$ cat src/rtl/proc_control.sv
// Instruction sequencer for the 16-bit simple processor: fetches each instruction
// through R7, then drives the per-step mux selects and register enables.
module proc_control #(
  parameter int MEM_LAT = 1
) (
  input  logic       Clock,
  input  logic       Reset,
  input  logic       Run,
  input  logic [8:0] IR,
  input  logic       G_nz,
  output logic       IRin,
  output logic [7:0] Rin,
  output logic [7:0] Rout,
  output logic       Gout,
  output logic       DINout,
  output logic       Ain,
  output logic       Gin,
  output logic       AddSub,
  output logic       ADDRin,
  output logic       DOUTin,
  output logic       W_D,
  output logic       incr_pc,
  output logic       Done,
  output logic [2:0] Tstep
);

  if (MEM_LAT != 1) begin : g_bad_latency
    $error("proc_control supports only MEM_LAT == 1");
  end

  typedef enum logic [2:0] {
    F0 = 3'd0,
    F1 = 3'd1,
    F2 = 3'd2,
    E1 = 3'd3,
    E2 = 3'd4,
    E3 = 3'd5
  } step_t;

  step_t      step;
  step_t      step_nxt;
  logic       active;
  logic [2:0] op;
  logic [2:0] rx;
  logic [2:0] ry;

  // Run is the only flow control: a step advances on an edge where Run=1,
  // and every enable is held low in any cycle where Run=0 or Reset=1.
  assign active = Run & ~Reset;
  assign op     = IR[8:6];
  assign rx     = IR[5:3];
  assign ry     = IR[2:0];

  // Tstep doubles as the debug view of the FSM state.
  assign Tstep = Reset ? 3'd0 : step;

  always_ff @(posedge Clock) begin
    if (Reset) begin
      step <= F0;
    end else if (Run) begin
      step <= step_nxt;
    end
  end

  always_comb begin
    step_nxt = F0;
    IRin     = 1'b0;
    Rin      = 8'h00;
    Rout     = 8'h00;
    Gout     = 1'b0;
    DINout   = 1'b0;
    Ain      = 1'b0;
    Gin      = 1'b0;
    AddSub   = 1'b0;
    ADDRin   = 1'b0;
    DOUTin   = 1'b0;
    W_D      = 1'b0;
    incr_pc  = 1'b0;
    Done     = 1'b0;

    case (step)
      F0: begin
        step_nxt = F1;
        Rout[7]  = 1'b1;
        ADDRin   = 1'b1;
      end
      F1: begin
        step_nxt = F2;
        incr_pc  = 1'b1;
      end
      F2: begin
        step_nxt = E1;
        DINout   = 1'b1;
        IRin     = 1'b1;
      end
      E1: begin
        // mv, mvnz and the reserved opcode complete in a single execute step.
        if (op == 3'b000 || op == 3'b110 || op == 3'b111) step_nxt = F0;
        else step_nxt = E2;
        case (op)
          3'b000: begin
            Rout[ry] = 1'b1;
            Rin[rx]  = 1'b1;
            Done     = 1'b1;
          end
          3'b001: begin
            Rout[7] = 1'b1;
            ADDRin  = 1'b1;
          end
          3'b010, 3'b011: begin
            Rout[rx] = 1'b1;
            Ain      = 1'b1;
          end
          3'b100, 3'b101: begin
            Rout[ry] = 1'b1;
            ADDRin   = 1'b1;
          end
          3'b110: begin
            if (G_nz) begin
              Rout[ry] = 1'b1;
              Rin[rx]  = 1'b1;
            end
            Done = 1'b1;
          end
          default: Done = 1'b1;
        endcase
      end
      E2: begin
        step_nxt = E3;
        case (op)
          3'b001: incr_pc = 1'b1;
          3'b010, 3'b011: begin
            Rout[ry] = 1'b1;
            Gin      = 1'b1;
            AddSub   = op[0];
          end
          3'b101: begin
            Rout[rx] = 1'b1;
            DOUTin   = 1'b1;
          end
          default: ;
        endcase
      end
      E3: begin
        step_nxt = F0;
        Done     = 1'b1;
        case (op)
          3'b001, 3'b100: begin
            DINout  = 1'b1;
            Rin[rx] = 1'b1;
          end
          3'b010, 3'b011: begin
            Gout    = 1'b1;
            Rin[rx] = 1'b1;
          end
          3'b101:  W_D = 1'b1;
          default: ;
        endcase
      end
      default: step_nxt = F0;
    endcase

    if (!active) begin
      IRin    = 1'b0;
      Rin     = 8'h00;
      Rout    = 8'h00;
      Gout    = 1'b0;
      DINout  = 1'b0;
      Ain     = 1'b0;
      Gin     = 1'b0;
      AddSub  = 1'b0;
      ADDRin  = 1'b0;
      DOUTin  = 1'b0;
      W_D     = 1'b0;
      incr_pc = 1'b0;
      Done    = 1'b0;
    end
  end

endmodule

$ cat config.mk
export PLATFORM = sky130hd
export DESIGN_NAME = proc_control
export DESIGN_NICKNAME = d
export VERILOG_FILES = /design/src/rtl/proc_control.sv
export SDC_FILE = /design/constraint.sdc
export NUM_CORES = 1
export LEC_CHECK = 0
export CAP_MARGIN = 20
export CORE_MARGIN = 1
export CORE_UTILIZATION = 40
export DETAILED_ROUTE_END_ITERATION = 10
export PLACE_DENSITY = 0.8
export SLEW_MARGIN = 5
export SYNTH_ARGS = -nofsm -noshare
export SYNTH_HDL_FRONTEND = slang
export SYNTH_SLANG_ARGS = --single-unit
$ cat constraint.sdc
create_clock -name Clock -period 2.9 [get_ports Clock]
set_clock_uncertainty 0.05 [all_clocks]
set_input_delay 0.58 -clock Clock [delete_from_list [all_inputs] [get_ports Clock]]
set_output_delay 0.58 -clock Clock [all_outputs]
set_load 0.1 [all_outputs]
==> summary.md, run 1 <==
| Metric | Value |
|---|---|
| Resized cells post-CTS | `14` |
| Die height | `around 48 µm` |
| Gate Count Post-Synth | `roughly 120` |
| Synthesized area | `between 800 and 900 µm²` |
| CTS H-tree depth | `1` |
| Hold_buf cts | `0` |
| Synth cell types | `47` |
| Initial Util | `between 40% and 50%` |
| Root buffer cell | `clkbuf_4` |
| Ys Warns | `0` |
| Final RePlAce weighted congestion | `0.848` |
| Register area share after synthesis | `7.04%` |
| Synth area leaders | `nor2_1 7.5%, dfxtp_1 7.0%, nor3_1 5.9%` |
| Cell with the most instances after synthesis | `nor2_1` |
| Cell Area, Placed | `between 1500 and 2000 µm²` |
| Number of synthesized register bits | `3` |
| TritonCTS Buffers | `3` |
| Io pins | `43` |
| Async set or reset register ratio after synthesis | `0%` |
| Log Error | `[ERROR DPL-0038] Utilization greater than 100%, impossible to legalize` |
| EDFF count, synth | `0` |
| Clock Sinks | `3` |
| Synth Flop Type | `dfxtp_1` |
| Top-area cell type share of the netlist area | `7.48%` |
| Syn Area/Cell | `between 6 and 7 µm²` |
| Fail Step | `clock tree synthesis` |
| HPWL reported at the end of detailed placement | `between 3000 and 4000 µm` |
| Placed insts | `between 200 and 250` |
| Clk buf depth | `2` |
| Commonest cells post-synth | `17 x nor2_1, 13 x nand2_1, 10 x nor3_1` |
| Largest area contributor in the netlist | `nor2_1` |
| Outcome | `did not finish` |
| Setup Buffers After CTS | `1` |
| Count of input and output buffers | `between 40 and 50` |
| Die W | `48.2 µm` |
| Mapped Nets | `between 100 and 150` |
| Row count | `16` |
## per-stage QoR
stage	setup TNS, ns	hold WS, ns	worst slack (ns)	utilization (%)
floorplan	-7.52	0.637	-1.00	-
global placement	-1.14	0.594	-0.106	97.6
detailed placement	-2.49	0.650	-0.188	97.6
## cell families after synthesis
logic type	after synthesis	synth area share, %
XOR/XNOR	1	1.03
AO/OA/AOI/OAI	27	24.8
AND/OR/NAND/NOR	81	60.0
buffers and inverters	11	7.18
flip-flops	3	7.04
==> run 2: changes to the inputs <==
- CORE_AREA: unset -> 2 2 63 65
- CORE_MARGIN: 1 -> unset
- CORE_UTILIZATION: 40 -> unset
- DIE_AREA: unset -> 0 0 65 67
- PLACE_DENSITY: 0.8 -> unset
- PLACE_DENSITY_LB_ADDON: unset -> 0.15
==> run 2 against run 1 <==
The run now ends clean. Synthesized area stayed put. Synthesized cell count did not move.
==> summary.md, run 2 <==
| Metric | Value |
|---|---|
| Synth Area in Compound Gates | `between 20% and 30%` |
| Fraction of layout cells with a size suffix above 1 | `around 58%` |
| Clock Sinks | `3` |
| Kind of critical path | `in -> out` |
| DR WL met2 | `~1800 µm` |
| DR WL/cell | `between 10 and 15 µm` |
| Clock Latency Late Sink | `~0.22 ns` |
| HPWL reported at the end of detailed placement | `approximately 2700 µm` |
| P_int | `between 200 and 250 µW` |
| DRC | `0` |
| Leak | `slightly above 0.0008 µW` |
| CTS tree | `done` |
| CP max FO | `6` |
| Switch Pwr | `approximately 140 µW` |
| Synth cell types | `between 40 and 50` |
| Setup ws final | `0.0370 ns` |
| Hold Path Class | `reg -> reg` |
| Pre-antenna DRT Iters | `4` |
| Mux cell area share after synthesis | `0%` |
| Largest family of logic cells by synthesized area | `simple AND/OR/NAND/NOR gates` |
| Top-area cell type share of the netlist area | `about 7.5%` |
| FMAX | `0.349 GHz` |
| Die height | `67 µm` |
| Clock slew at reported path FFs | `~0.03 ns` |
| Overflow after GRT | `0` |
| Nets | `approximately 210` |
| Clock share of power | `between 30% and 40%` |
| Cell with the most instances after synthesis | `nor2_1` |
| Routed wl met3 | `roughly 200 µm` |
| Setup TNS | `0 ns` |
| Final Critical Period | `between 2 and 3 ns` |
| Max Used Layer | `met4` |
| TritonCTS Buffers | `3` |
| Xor/xnor share of the synthesized area | `under 10%` |
| Logic pwr share | `between 50% and 60%` |
| Switching Fraction | `about 39%` |
| Initial DRC count | `30` |
| VDD IR max | `0.141 mV` |
| Register area share after synthesis | `~7.0%` |
| Syn Area/Cell | `between 6 and 7 µm²` |
| Initial antenna violation count | `0` |
| Area of the core | `~3600 µm²` |
| Die W | `~65 µm` |
| Area delta synth->final | `145%` |
| Leading cell type in the layout, fill and taps excluded | `buf_4` |
| Die ar. | `4360 µm²` |
| Hold Vio Cnt, Final | `0` |
| Number of global-route vias before repair | `~1200` |
| Number of synthesized register bits | `3` |
| P per Cell Area | `roughly 170 nW/µm²` |
| Pwr Total | `357 µW` |
| Synth area leaders | `nor2_1 7.5%, dfxtp_1 7.0%, nor3_1 5.9%` |
| Startpoint types | `input port` |
| Commonest cells post-synth | `17 x nor2_1, 13 x nand2_1, 10 x nor3_1` |
| Hold_buf cts | `0` |
| EDFF count, synth | `0` |
| Vias/cell | `4.91` |
| Async set or reset register ratio after synthesis | `0%` |
| Ys Warns | `0` |
| Critical Path RT | `approximately 2.3 ns` |
| Clk buf depth | `2` |
| Row count | `22` |
| Max reg flops | `3` |
| # diodes | `0` |
| Seq pwr share | `13.9%` |
| Synth Area in Simple Gates | `60.0%` |
| CP Capture Type | `output port` |
| Antenna Nets Post-Route | `0` |
| Worst EP arrival | `between 2 and 2.5 ns` |
| Io pins | `between 40 and 50` |
| Largest area contributor in the netlist | `nor2_1` |
| Initial Util | `23.7%` |
| Pins over their slew limit | `0` |
| M1 WL | `approximately 1400 µm` |
| Root buffer cell | `clkbuf_8` |
| Global-route usage over all layers | `between 10% and 20%` |
| Synthesized area | `roughly 850 µm²` |
| Worst slew pin tran | `0.490 ns` |
| Final RePlAce weighted congestion | `roughly 0.84` |
| Max cap viols | `0` |
| Largest Register | `step` |
| Top Registers | `step (3)` |
| Synth Flop Type | `dfxtp_1` |
| Max_slew headroom | `between 60 and 70%` |
| First-pass GRT wire length | `between 5000 and 6000 µm` |
| Final wirelength | `3400 µm` |
| Commonest cells after routing, fill and taps aside | `33 x buf_4, 31 x buf_12, 13 x nand2_1` |
| Worst slack, placed | `-0.192 ns` |
| Vias post-DR | `1203` |
| Gate Count Post-Synth | `~120` |
| Largest net degree at the start of global routing | `15` |
| Count of input and output buffers | `42` |
| Synth Area in Adders | `0%` |
| Final setup fails | `0` |
| Mapped Nets | `about 140` |
| CTS H-tree depth | `1` |
| Outcome | `finished, final reports clean` |
| Period utilisation layout | `a little over nine tenths` |
## run 2: path summary, 6_finish.rpt
path | slack (ns) | end | depth (start not counted) | startpoint
max | 0.04 | Rin[0] | 9 | IR[7]
min | 0.62 | step[1]$_SDFFE_PP0P_ | 2 | step[1]$_SDFFE_PP0P_
max reg2reg | 1.33 | step[1]$_SDFFE_PP0P_ | 5 | step[0]$_SDFFE_PP0P_
min reg2reg | 0.62 | step[1]$_SDFFE_PP0P_ | 2 | step[1]$_SDFFE_PP0P_
## run 2: logic make-up (layout without fill, tap and decap cells)
group,after synthesis,count (layout)
AO/OA/AOI/OAI,27,27
XOR/XNOR,1,1
buffers and inverters,11,85
flip-flops,3,3
AND/OR/NAND/NOR,81,81
## run 2: layout make-up
| cell class | instances | area (µm²) |
|---|---|---|
| well taps | 48 | 60.1 |
| clock buffers | 4 | 45.0 |
| multi-input cells | 109 | 898 |
| flip-flops and latches | 3 | 60.1 |
| fillers | 329 | 1510 |
| inverters | 1 | 3.75 |
| repair buffers | 80 | 1030 |
## run 2: worst max-delay path, cell delays in order
cell	delay [ns]
dlygate4sd2_1	0.24
buf_6	0.13
buf_6	0.12
o21ai_0	0.21
and4b_2	0.32
o21ai_2	0.06
buf_4	0.17
nor3_4	0.21
buf_12	0.20
## run 2: power by group through the flow
stage	clock (µW)	combinational [µW]	sequential (µW)
floorplan	0	103	46.9
finish	126	181	49.7
detailed placement	0	176	50.0
CTS	129	180	49.6
global placement	0	172	50.1
global route	130	192	50.3
## run 2: per-stage QoR
step / util [%] / hold WS [ns] / instance area [µm²] / std cells
after detailed placement: 54.9 / 0.615 / 1980 / 236
after global routing: 58.1 / 0.671 / 2090 / 245
after floorplan: - / 0.637 / 1010 / 123
final: 58.1 / 0.624 / 2090 / 245
after global placement: 54.9 / 0.611 / 1980 / 236
after CTS: 57.9 / 0.624 / 2090 / 245
## run 2: metal layers
layer / vias to the layer above / global-route usage [%]
met2: 41 / 31.3
li1: 587 / -
met1: 571 / 19.3
met5: - / 0
met3: 4 / 3.04
met4: 0 / 4.79
## run 2: repair_timing
item                       in CTS  in global routing
buffers inserted                5                  0
hold endpoints to repair        0                  0
setup endpoints to repair      17                  5
pin swaps                       8                  3
gates resized for setup        14                  2
(Power assumes the default switching activity.)
==> run 3: changes to the inputs <==
- CTS_CLUSTER_DIAMETER: unset -> 50
==> results of run 3 <==
Final layout, timing and power as in run 2 (identical DEF).
==> run 4: changes to the inputs <==
- CAP_MARGIN: 20 -> 25
- CELL_PAD_IN_SITES_DETAIL_PLACEMENT: unset -> 1
- CELL_PAD_IN_SITES_GLOBAL_PLACEMENT: unset -> 2
- CORE_AREA: 2 2 63 65 -> unset
- CORE_MARGIN: unset -> 1
- CORE_UTILIZATION: unset -> 22
- DIE_AREA: 0 0 65 67 -> unset
==> run 4 against run 3 <==
Setup slack better by 0.049 ns. Critical path depth fell by 1. Fmax rose by 1.7%. Largest power group unchanged.
==> summary.md, run 4 (synthesis gave the netlist of run 2 again) <==
| Metric | Value |
|---|---|
| Nets | `210` |
| Reg2reg end | `step[1]$_SDFFE_PP0P_` |
| Vias post-DR | `roughly 1200` |
| DR WL met2 | `2130 µm` |
| First-pass GRT wire length | `6170 µm` |
| Worst hold start | `step[2]$_SDFFE_PP0P_` |
| Startpoint types | `input port` |
| Seq pwr share | `between 10% and 20%` |
| FMAX | `between 0.3 and 0.4 GHz` |
| Max cap viols | `0` |
| VDD IR max | `between 0.2 and 0.25 mV` |
| Overflow after GRT | `0` |
| Fraction of layout cells with a size suffix above 1 | `a little under three fifths` |
| Final RePlAce weighted congestion | `approximately 0.85` |
| Vias/cell | `4.95` |
| CP Capture Point | `Rin[1]` |
| Largest net degree at the start of global routing | `11` |
| Critical-path cell list | `dlygate4sd2_1, buf_6, buf_4, nor3_1, and4b_2, o21ai_4, nor2_2, buf_12` |
| Global-route usage over all layers | `a little under a fifth` |
| Post-layout util | `approximately 57%` |
| Max reg flops | `3` |
| Pins over their slew limit | `0` |
| Pwr Total | `about 350 µW` |
| Flop-to-flop setup slack | `between 1 and 1.5 ns` |
| Antenna Nets Post-Route | `0` |
| Outcome | `finished, final reports clean` |
| Row count | `22` |
| Root buffer cell | `clkbuf_8` |
| # diodes | `0` |
| Commonest cells after routing, fill and taps aside | `34 x buf_4, 31 x buf_12, 13 x nand2_1` |
| Top Registers | `step (3)` |
| TritonCTS Buffers | `3` |
| Final setup fails | `0` |
| R2R cell count | `5` |
| Clk buf depth | `2` |
| Die ar. | `around 4100 µm²` |
| Count of input and output buffers | `between 40 and 50` |
| Area delta synth->final | `145%` |
| CP max FO | `8` |
| Area of the core | `between 3000 and 4000 µm²` |
| Io pins | `43` |
| DR WL/cell | `between 15 and 20 µm` |
| CP max stage cell | `and4b_2` |
| Routed wl met3 | `between 100 and 150 µm` |
| Period utilisation layout | `97.0%` |
| Hold Path Class | `reg -> reg` |
| DRC | `0` |
| Max Used Layer | `met3` |
| Die W | `roughly 64 µm` |
| Critical path's top delay family | `buffers and inverters` |
| CP max stage delay | `about 0.31 ns` |
| Critical Path RT | `2.27 ns` |
| RSZ-0062 raised after global routing | `no` |
| Initial antenna violation count | `0` |
| Die height | `64.3 µm` |
| Final Critical Period | `around 2.8 ns` |
| HPWL reported at the end of detailed placement | `between 3000 and 4000 µm` |
| Clock slew at reported path FFs | `0.03 ns` |
| Largest Register | `step` |
| Filler Cells Inserted | `418` |
| Switch Pwr | `138 µW` |
| Crit path from | `IR[7]` |
| P_int | `around 220 µW` |
| CTS H-tree depth | `1` |
| M1 WL | `1420 µm` |
| Max_slew headroom | `70.7%` |
| Clock Latency Late Sink | `~0.22 ns` |
| Clock Sinks | `3` |
| Worst EP arrival | `approximately 2.2 ns` |
| Switching Fraction | `approximately two fifths` |
| Number of global-route vias before repair | `~1300` |
| CP Capture Type | `output port` |
| Initial Util | `a little under a quarter` |
| Kind of critical path | `in -> out` |
| Logic pwr share | `52.0%` |
| Pre-antenna DRT Iters | `4` |
| Worst path depth | `8` |
| Hold Vio Cnt, Final | `0` |
| Worst slew pin tran | `between 0.4 and 0.5 ns` |
| CTS tree | `done` |
| Clock share of power | `~34%` |
| Leading cell type in the layout, fill and taps excluded | `buf_4` |
| Initial DRC count | `27` |
| Final wirelength | `~3700 µm` |
| Leak | `slightly above 0.0008 µW` |
| P per Cell Area | `~170 nW/µm²` |
| Worst reg2reg path startpoint | `step[0]$_SDFFE_PP0P_` |
| WP buf/inv | `4` |
run 4: cell types whose count changed in the layout (fill, tap and decap cells not counted), sizes merged:
cell,previous run,this run
dlymetal6s2s,0,1
buf,68,67
dlygate4sd2,5,4
run 4: metrics by stage:
stage | hold WS (ns) | instance area, µm² | setup WS (ns) | instances | TNS, ns
2_1_floorplan | 0.637 | 1010 | -1.00 | 123 | -7.52
3_3_place_gp | 0.578 | 2000 | -0.102 | 239 | -0.900
3_5_place_dp | 0.610 | 2000 | -0.180 | 239 | -1.79
4_1_cts | 0.610 | 2070 | 0.0245 | 243 | 0
5_1_grt | 0.691 | 2090 | 0.00872 | 244 | 0
6_report | 0.629 | 2090 | 0.0860 | 244 | 0
run 4: worst min-delay path by stage:
| stage | end | cells past startpoint |
|---|---|---|
| final | step[1]$_SDFFE_PP0P_ | 2 |
| after global routing | step[1]$_SDFFE_PP0P_ | 2 |
| after CTS | step[1]$_SDFFE_PP0P_ | 2 |
| after detailed placement | step[1]$_SDFFE_PP0P_ | 2 |
| after global placement | step[0]$_SDFFE_PP0P_ | 3 |
| after floorplan | step[1]$_SDFFE_PP0P_ | 3 |
run 4: repair_timing:
action / 4_1_cts / 5_1_grt
hold buffers: 0 / 0
endpoints found under the setup margin: 18 / 6
gates resized for setup: 11 / 3
setup buffers: 1 / 1
pin swaps: 3 / 3
run 4: layout make-up:
class                      count  area, µm²  share of cell area [%]
clock buffer                   4       45.0                    2.16
sequential                     3       60.1                    2.87
tap                           48       60.1                    2.87
inverter                       1       3.75                   0.180
multi-input combinational    109        905                    43.3
timing repair buffer          79       1020                    48.6
run 4: power by group through the flow:
stage	Clock, µW	Sequential [µW]	Combinational [µW]
2_1_floorplan	0	46.9	103
3_3_place_gp	0	48.7	178
3_5_place_dp	0	48.9	183
4_1_cts	126	48.3	184
5_1_grt	131	48.7	195
6_report	122	48.2	184
run 4: tightest hold or removal path, delay by kind of cell (launching register included):
kind / cells / cell delay (ns)
DFF: 1 / 0.42
and+or+nand+nor: 1 / 0.15
AOI/OAI and AO/OA: 1 / 0.06
run 4: layer usage:
| layer | GRT usage [%] | vias up |
|---|---|---|
| li1 | - | 591 |
| met1 | 20.3 | 593 |
| met2 | 38.2 | 23 |
| met3 | 1.43 | 0 |
| met4 | 4.17 | 0 |
| met5 | 0 | - |
